==> config.mk <==
export PLATFORM = sky130hd
export DESIGN_NAME = csr_trap_unit
export DESIGN_NICKNAME = d
export VERILOG_FILES = /design/src/rtl/csr_trap_unit.sv
export SDC_FILE = /design/constraint.sdc
export NUM_CORES = 1
export LEC_CHECK = 0
export CORE_MARGIN = 2
export CORE_UTILIZATION = 47
export DETAILED_ROUTE_END_ITERATION = 12
export HOLD_SLACK_MARGIN = 0.08
export PLACE_DENSITY = 0.84
export SLEW_MARGIN = 20
export SYNTH_ARGS = -nofsm -noshare
export SYNTH_HDL_FRONTEND = slang
export SYNTH_SLANG_ARGS = --single-unit
export TNS_END_PERCENT = 20
==> constraint.sdc <==
create_clock -name clk -period 4.12 [get_ports clk]
set_input_delay 1.236 -clock clk [delete_from_list [all_inputs] [get_ports clk]]
set_output_delay 1.236 -clock clk [all_outputs]
set_load 0.02 [all_outputs]
==> src/rtl/csr_trap_unit.sv <==
// rtl/csr_trap_unit.sv - machine-mode CSR file with single external interrupt and trap entry/return
module csr_trap_unit (
    input  logic        clk,
    input  logic        csr_reset,
    input  logic        csr_we,
    input  logic [11:0] csr_addr,
    input  logic [31:0] csr_wd,
    input  logic [31:0] pc,
    input  logic        int_req,
    input  logic        int_taken,
    input  logic        mret,
    output logic [31:0] csr_rd,
    output logic [31:0] mtvec,
    output logic [31:0] mepc,
    output logic        int_pending
);
    localparam logic [11:0] ADDR_MSTATUS  = 12'h300;
    localparam logic [11:0] ADDR_MTVEC    = 12'h305;
    localparam logic [11:0] ADDR_MSCRATCH = 12'h340;
    localparam logic [11:0] ADDR_MEPC     = 12'h341;
    localparam logic [11:0] ADDR_MCAUSE   = 12'h342;
    localparam logic [11:0] ADDR_MIP      = 12'h344;
    localparam logic [31:0] CAUSE_EXT_INT = 32'h8000_000B;
    localparam logic [31:0] WORD_MASK     = 32'hFFFF_FFFC;

    logic        mie;
    logic        mpie;
    logic        pend;
    logic        int_req_q;
    logic [31:0] mscratch;
    logic [31:0] mcause;
    logic        int_rise;

    assign int_rise    = int_req & ~int_req_q;
    assign int_pending = pend & mie;

    // Trap entry owns mstatus/mepc/mcause; mret owns mstatus; CSR writes fill in the rest.
    always_ff @(posedge clk) begin
        if (csr_reset) begin
            mie       <= 1'b0;
            mpie      <= 1'b0;
            pend      <= 1'b0;
            int_req_q <= 1'b0;
            mtvec     <= 32'h0;
            mscratch  <= 32'h0;
            mepc      <= 32'h0;
            mcause    <= 32'h0;
        end else begin
            int_req_q <= int_req;

            if (int_rise) begin
                pend <= 1'b1;
            end else if (int_taken) begin
                pend <= 1'b0;
            end

            if (int_taken) begin
                mepc   <= pc & WORD_MASK;
                mpie   <= mie;
                mie    <= 1'b0;
                mcause <= CAUSE_EXT_INT;
            end else if (mret) begin
                mie  <= mpie;
                mpie <= 1'b1;
            end

            if (csr_we) begin
                case (csr_addr)
                    ADDR_MSTATUS: begin
                        if (!int_taken && !mret) begin
                            mie  <= csr_wd[3];
                            mpie <= csr_wd[7];
                        end
                    end
                    ADDR_MTVEC:    mtvec    <= csr_wd & WORD_MASK;
                    ADDR_MSCRATCH: mscratch <= csr_wd;
                    ADDR_MEPC: begin
                        if (!int_taken) mepc <= csr_wd & WORD_MASK;
                    end
                    ADDR_MCAUSE: begin
                        if (!int_taken) mcause <= csr_wd;
                    end
                    default: ;
                endcase
            end
        end
    end

    always_comb begin
        csr_rd = 32'h0;
        case (csr_addr)
            ADDR_MSTATUS:  csr_rd = {24'h0, mpie, 3'b000, mie, 3'b000};
            ADDR_MTVEC:    csr_rd = mtvec;
            ADDR_MSCRATCH: csr_rd = mscratch;
            ADDR_MEPC:     csr_rd = mepc;
            ADDR_MCAUSE:   csr_rd = mcause;
            ADDR_MIP:      csr_rd = {20'h0, pend, 11'h0};
            default:       csr_rd = 32'h0;
        endcase
    end
endmodule

* Word-level counts from Yosys, hierarchy flattened *
Cells that the tools add are included.

storage, ports and cells
  logic and storage cells = 44
  output and inout port bits = 97
  flip-flop bits (word level) = 130

cells by class
  reduce and logical (&&, ||, !) cells = 6
  equal/unequal tests = 6
  bitwise operators = 3
  mux-type cells = 21

operators by type and width
  cell                    number
  $mux W32                8
  $pmux W32 S6            1
  $eq A12 B10 Y1 const B  6
  $mux W1                 12
  $reduce_and A2 Y1       2
  $and A1 B1 Y1           2
  $logic_not A1 Y1        2
  $reduce_bool A2 Y1      1
  $logic_and A1 B1 Y1     1
  $not A1 Y1              1

* Depth between registers and ports, before layout *
Gate-level depths: netlist of the first run.

  depth in word-level cells = 5
  mapped depth = 7

* Worst setup path before layout of the first run *
No wires, ideal clock.

  kind = input to output
  start point = in csr_addr[5]
  end point = out csr_rd[18]
  stages = 5
  slack = 244 ps
  required time = 2,884 ps
  arrival = 2,640 ps
  cells stage by stage = nor4_1 nor4b_2 buf_4 buf_4 a221o_1

between the ends
  cells in the longest elaborated chain, start to end = 2
  elaborated cells on any way between the ends = 7

RTL lines
  element             RTL line  text
  start: declaration  6         input logic [11:0] csr_addr,
  $eq A12 B10 Y1      91        case (csr_addr)
  $pmux W32 S6 *      91
  end: declaration    12        output logic [31:0] csr_rd,

Every way passes the cells marked *; elsewhere a longest branch is shown, timed or not.

* Final worst setup path of the first run *
  start point = in csr_addr[4]
  end point = out csr_rd[11]

The elaborated chain is that of the path after synthesis.

==> results of run 1 <==
==> worst max-delay path, delay by kind of cell <==
family / cells / cell delay, ns
AND/OR/NAND/NOR: 2 / 0.46
AO/OA/AOI/OAI: 2 / 0.60
buffers and inverters: 4 / 0.54
==> Yosys cell counts, types with 2 or more instances <==
master     instances
nand2_1          193
dfxtp_1          130
a21oi_1           91
a221o_1           58
and2_1            34
clkbuf_1          30
nor2_1            30
a22oi_1           29
buf_2             22
a31oi_1            5
mux2i_1            5
buf_4              4
nand4_1            4
nor2b_1            4
o2bb2ai_1          4
and4_1             3
buf_6              3
inv_1              3
a32oi_1            2
nand2b_1           2
nor4b_2            2
nor4b_4            2
==> logic make-up after synthesis <==
kind of cell / count (synthesis) / synth area share, %
other: 1 / 0.06668
AOI/OAI and AO/OA: 194 / 24.47
DFF: 130 / 46.27
muxes: 5 / 0.8899
buffers and inverters: 63 / 5.362
and+or+nand+nor: 283 / 22.94
==> sequential cells by signal (all words and copies together) (netlist names) <==
register and flops:
mscratch 32, int_req_q 1, mepc 32, pend 1, mtvec 30, mie 1, mpie 1, mcause 32
==> per-stage QoR <==
step | power (uW) | utilization [%] | setup slack [ns]
floorplan | 1414 | - | 0.2440
global placement | 1565 | 65.74 | -0.6969
detailed placement | 1573 | 65.74 | -0.7282
CTS | 3152 | 73.57 | 0.0008491
global route | 3227 | 73.46 | -0.01090
finish | 3157 | 73.46 | 0.04159
==> area by class of cell <==
type	instances	area, um^2
Timing Repair Buffer	236	2238
Tap cell	143	178.9
Clock buffer	19	442.9
Sequential cell	130	2603
Inverter	3	11.26
Multi-Input combinational cell	484	2839
Clock inverter	12	182.7
Fill cell	782	3069
==> power breakdown <==
part	total (uW)	leakage (uW)	switching [uW]	internal [uW]
registers	1300	0.00105	18.5	1280
logic	264	0.00174	130	134
clock network	1590	0.000296	566	1030
total	3160	0.00309	715	2440
==> worst paths after layout <==
kind | slack, ns | endpoint | cells past startpoint
hold reg to reg | 0.45 | mcause[22] | 2
hold / removal | 0.45 | mcause[22] | 2
setup reg to reg | 3.34 | mepc[24] | 1
setup / recovery | 0.04 | csr_rd[11] | 8
==> routing by layer <==
| metal | vias to the layer above | global-route usage [%] |
|---|---|---|
| met2 | 492 | 56.57 |
| li1 | 2782 | - |
| met5 | - | 0 |
| met3 | 128 | 8.289 |
| met1 | 3088 | 40.18 |
| met4 | 0 | 20.41 |
==> timing repair <==
action                     CTS  global route
cloned                       6             0
hold buffers                 0             0
setup endpoints to repair   32            32
setup buffers               17             1
pin swaps                   16             6
hold endpoints to repair     0             0
gates resized for setup    204            24
==> out/metrics.yaml, run 1 <==
ys_types: 38
synth_flop_cell: "dfxtp_1"
synth_enable_flop_cells: 0
place_inst: 972
wirelength_mm: 22.08
synth-async-reset-ratio_pct: 0
crit_top_cell: "buf_4"
antenna_cells: 0
wire_per_inst_um: 21.50
setup_viol: 0
drcViolationCount: 0
reg2reg_from: "mepc[24]"
fin_setup_tns_ns: 0
hpwl_mm: 12.87
io_pins: 179
vias: 6490
hold_start: "mcause[22]"
areaGrowthSynthToFinish_pct: 51.06
overflow: 0
slowest_stage: "a2111oi_4"
p_per_area_nw_per_um2: 371.6
grt_pass1_wl_mm: 34.36
crit_type: "in -> out"
insertion_delay_ns: 0.42
synth_top_area_cell: "dfxtp_1"
die_w_um: 113.4
layout.cells.non_filler: 1027
yosysWarnings: 0
finalCritPeriodShare_pct: 98.99
cp_cell_sequence: "clkbuf_2, nor4b_4, buf_4, buf_4, nand3b_1, a2111oi_4, a221o_1, buf_6"
clk_pin_slew_ns: 0.05
grt_usage_pct: 34.13
met2_length_mm: 10.52
leakagePower_uw: 0.003090
htreeDepth: 4
die_area_um2: 12860
slew_violations: 0
end_kind: "output pin"
ant_nets: 0
grt_max_degree: 40
drive_gt1_share_pct: 17.53
fin_skew_ns: 0.00009551
start_util_pct: 48.63
grt_pass1_vias: 6513
synth.avg_cell_area_um2: 8.320
yosys-top-cells-area: "dfxtp_1 (46%), nand2_1 (13%), a221o_1 (10%)"
cts_tree: "yes"
max_freq_mhz: 245.2
cts_inserted_buffers: 17
via_per_inst: 6.319
synth.top_cell.area_share_pct: 46.27
worstPathArrival_ns: 2.84
cp-start-kind: "primary input"
hold_slack_ns: 0.4500
finalHoldViolCount: 0
syn_inst: 676
rows: 39
top_layer: "met4"
drtIter0Drc: 567
synth-seq-cells: 130
wl_met1_mm: 8.036
hold_path.class: "reg -> reg"
gp_congestion: 0.8315
required_ns: 2.88
status: "finished, final reports clean"
stdcell_area_um2: 8496
antenna_found_initial: 0
worst_pin_slew_ns: 1.108
relSlewSlack_pct: 25.97
fin_crit_ns: 4.078
cts_buffer_depth: 2
crit_start: "csr_addr[4]"
port_buffers: 174
placed_area_um2: 7602
cpPeakStageDelay_ns: 0.39
clkSinkCount: 130
core_um2: 11560
nNetsFinal: 954
vdd_drop_max_uv: 249.1
synth.cell_area_um2: 5624
synth_seq_area_share_pct: 46.27
crit_fanout: 2
route.met3.wl_mm: 2.284
die_h_um: 113.4
ctsRootBufferMaster: "clkbuf_16"
final_common_cell: "nand2_1"
mostFrequentLayoutCells: "nand2_1 (193), dfxtp_1 (130), clkdlybuf4s50_1 (129)"
firstDrtPassIters: 7
max_cap_viol_count: 0
Power figures use the tool's default switching activity.
==> inputs of run 2 (changes only) <==
- ABC_AREA: unset -> 1
- CORE_UTILIZATION: 47 -> 50
==> out/metrics.yaml, run 2 <==
vdd_drop_max_uv: 280.0  # +12%
antenna_found_initial: 1  # +1
ant_nets: 0  # unchanged
setup_ws_ns: 0.02773  # -0.01386 ns
hpwl_mm: 14.52  # +13%
p_sw_share_pct: 23.98  # +1.3 points
synth.avg_cell_area_um2: 6.004  # -28%
synth-simple-area-share_pct: 38.96  # +16 points
nFillCells: 1157  # +48%
die_h_um: 122.3  # +7.9%
nNetsFinal: 1414  # +48%
die_w_um: 122.3  # +7.9%
mostFrequentLayoutCells: "nand2_1 (441), inv_1 (146), clkdlybuf4s50_1 (138)"
core_um2: 13770  # +19%
yosysWarnings: 0  # unchanged
multi_input_area_um2: 3508  # +24%
synth_flop_cell: "dfxtp_1"
hold_path.class: "reg -> reg"
grt_usage_pct: 29.29  # -4.8 points
max_freq_mhz: 244.4  # -0.34%
synth.cell_area_um2: 7000  # +24%
synth-async-reset-ratio_pct: 0  # unchanged
wire_per_inst_um: 14.56  # -32%
synthAdderAreaFrac_pct: 0  # unchanged
synth_top_area_cell: "dfxtp_1"
synth_top_family_by_area: "simple AND/OR/NAND/NOR gates"
max_cap_viol_count: 0  # unchanged
worstPathArrival_ns: 2.86  # +0.02 ns
crit_type: "in -> out"
seqPwrFrac_pct: 42.4  # +1.3 points
reg2reg_from: "mepc[10]"
htreeDepth: 4  # unchanged
yosysMostFrequentCell: "nand2_1"
overflow: 0  # unchanged
synth.area.mux_share_pct: 0  # -0.89 points
internal_power_uw: 2336  # -4.3%
synth-seq-cells: 130  # unchanged
clk_pin_slew_ns: 0.05  # about the same
areaGrowthSynthToFinish_pct: 37.19
cp-start-kind: "primary input"
cp_cell_sequence: "clkdlybuf4s50_1, inv_2, nor2_2, nand2_2, nor2_4, nand2_4, inv_4, bufbuf_16, nand2_1, nand4_1, buf_4"
rows: 43  # +10%
syn_inst: 1166  # +72%
crit_start: "csr_addr[6]"
leakagePower_uw: 0.004463  # +44%
antenna_cells: 0  # unchanged
cts_inserted_buffers: 17  # unchanged
slew_violations: 0  # unchanged
die_area_um2: 14960  # +16%
final_common_cell: "nand2_1"
grt_max_degree: 65  # +63%
power_uw: 3073  # -2.7%
grt_pass1_vias: 7190  # +10%
end_kind: "output pin"
wirelength_mm: 22.16  # +0.36%
grt_pass1_wl_mm: 34.53  # +0.50%
io_pins: 179  # unchanged
finalCritPeriodShare_pct: 99.33  # +0.34 points
drtIter0Drc: 733  # +29%
setup_viol: 0  # unchanged
synth.top_cell.area_share_pct: 37.18  # -9.1 points
crit_fanout: 11  # +9
via_per_inst: 5.199  # -18%
insertion_delay_ns: 0.42  # about the same
regArea_um2: 2603  # unchanged
switchingPower_uw: 736.8  # +3.1%
fin_skew_ns: 0.001376  # +0.001280 ns
status: "finished, final reports clean"
cts_buffer_depth: 2  # unchanged
dp_slack_ns: -0.4396  # +0.2886 ns
finalHoldViolCount: 0  # unchanged
worst_pin_slew_ns: 0.6682  # -0.4397 ns
cpPeakStageDelay_ns: 0.49  # +0.10 ns
synth_enable_flop_cells: 0  # unchanged
critical-path-top-delay-family: "buffers and inverters"
yosys.area_share.xor_xnor_pct: 0  # unchanged
slowest_stage: "clkdlybuf4s50_1"
pwr-share-comb_pct: 10.9  # +2.5 points
rsz0062_at_grt: "yes"
clkSinkCount: 130  # unchanged
drcViolationCount: 0  # unchanged
drive_gt1_share_pct: 10.13  # -7.4 points
ys_types: 24  # -37%
start_util_pct: 50.83  # +2.2 points
p_per_area_nw_per_um2: 319.9  # -14%
synth_top_cells_by_count: "nand2_1 (446), inv_1 (147), dfxtp_1 (130)"
vias: 7913  # +22%
synth_seq_area_share_pct: 37.18  # -9.1 points
gp_congestion: 0.8598  # +3.4%
cts_tree: "yes"
firstDrtPassIters: 8  # +1
critical_path_buf_inv_count: 5  # +1
power_frac_clock_pct: 46.7  # -3.8 points
yosys-top-cells-area: "dfxtp_1 (37%), nand2_1 (24%), inv_1 (7.9%)"
relSlewSlack_pct: 55.40  # +29 points
ctsRootBufferMaster: "clkbuf_16"
fin_crit_ns: 4.092  # +0.01386 ns
synth_compound_area_share_pct: 10.33  # -14 points
reg_top3: "mcause (32), mepc (32), mscratch (32)"
hold_start: "int_req_q"
required_ns: 2.88  # about the same
port_buffers: 174  # unchanged
run 2: cell types whose count changed after synthesis, moves of 44 or more:
cell     previous run  this run
nor2_1             30       113
o21ai_0             1        45
nand3_1             1        45
a221o_1            58         0
nand2_1           193       446
inv_1               3       147
run 2: what timing repair did:
item | CTS | global route
resized for setup | 136 | 26
hold buffers | 0 | 0
endpoints found under the setup margin | 32 | 31
pin swaps | 1 | 2
setup buffers | 0 | 2
cloned | 1 | 1
run 2: worst paths after layout:
check               endpoint  slack, ns  depth (start not counted)
setup reg to reg    mepc[10]       3.05                          6
setup / recovery  csr_rd[10]       0.03                         11
hold reg to reg         pend       0.42                          1
hold / removal          pend       0.42                          1
run 2: power groups by stage:
| stage | clock [uW] | combinational, uW | sequential, uW |
|---|---|---|---|
| floorplan | 0 | 145 | 1340 |
| global route | 1490 | 367 | 1300 |
| detailed placement | 0 | 327 | 1330 |
| CTS | 1440 | 331 | 1300 |
| finish | 1430 | 336 | 1300 |
| global placement | 0 | 322 | 1330 |
run 2: kinds of logic (layout without fill, tap and decap cells):
group,after synthesis,in the layout
flops,130,130
simple gates,663,663
buf+inv,229,404
other cells,1,2
compound gates,143,143
run 2: final cells by class:
class,count,area share [%]
inverter,154,6.058
multi-input combinational,808,36.53
timing repair buffer,221,22.25
tap,180,2.345
sequential,130,27.10
clock inverter,7,0.8859
clock buffer,22,4.833
run 2: layer usage:
metal | wire length, um | GRT usage [%] | part of all wire, % | vias up
met5 | 0 | 0 | 0 | -
met3 | 1976 | 6.180 | 8.9 | 56
met1 | 8895 | 35.58 | 40 | 3578
met2 | 10660 | 49.83 | 48 | 365
li1 | - | - | - | 3914
met4 | 630 | 12.93 | 2.8 | 0
run 2: per-stage QoR:
stage	hold WS (ns)	utilization [%]	instances	instance area (um^2)	setup TNS, ns
floorplan	0.3945	-	1167	7004	0
global placement	0.3978	65.49	1489	9020	-11.55
detailed placement	0.4090	65.49	1489	9020	-12.82
CTS	0.4184	69.29	1519	9543	-0.01565
global route	0.4495	69.73	1522	9604	-0.2551
finish	0.4171	69.73	1522	9604	0
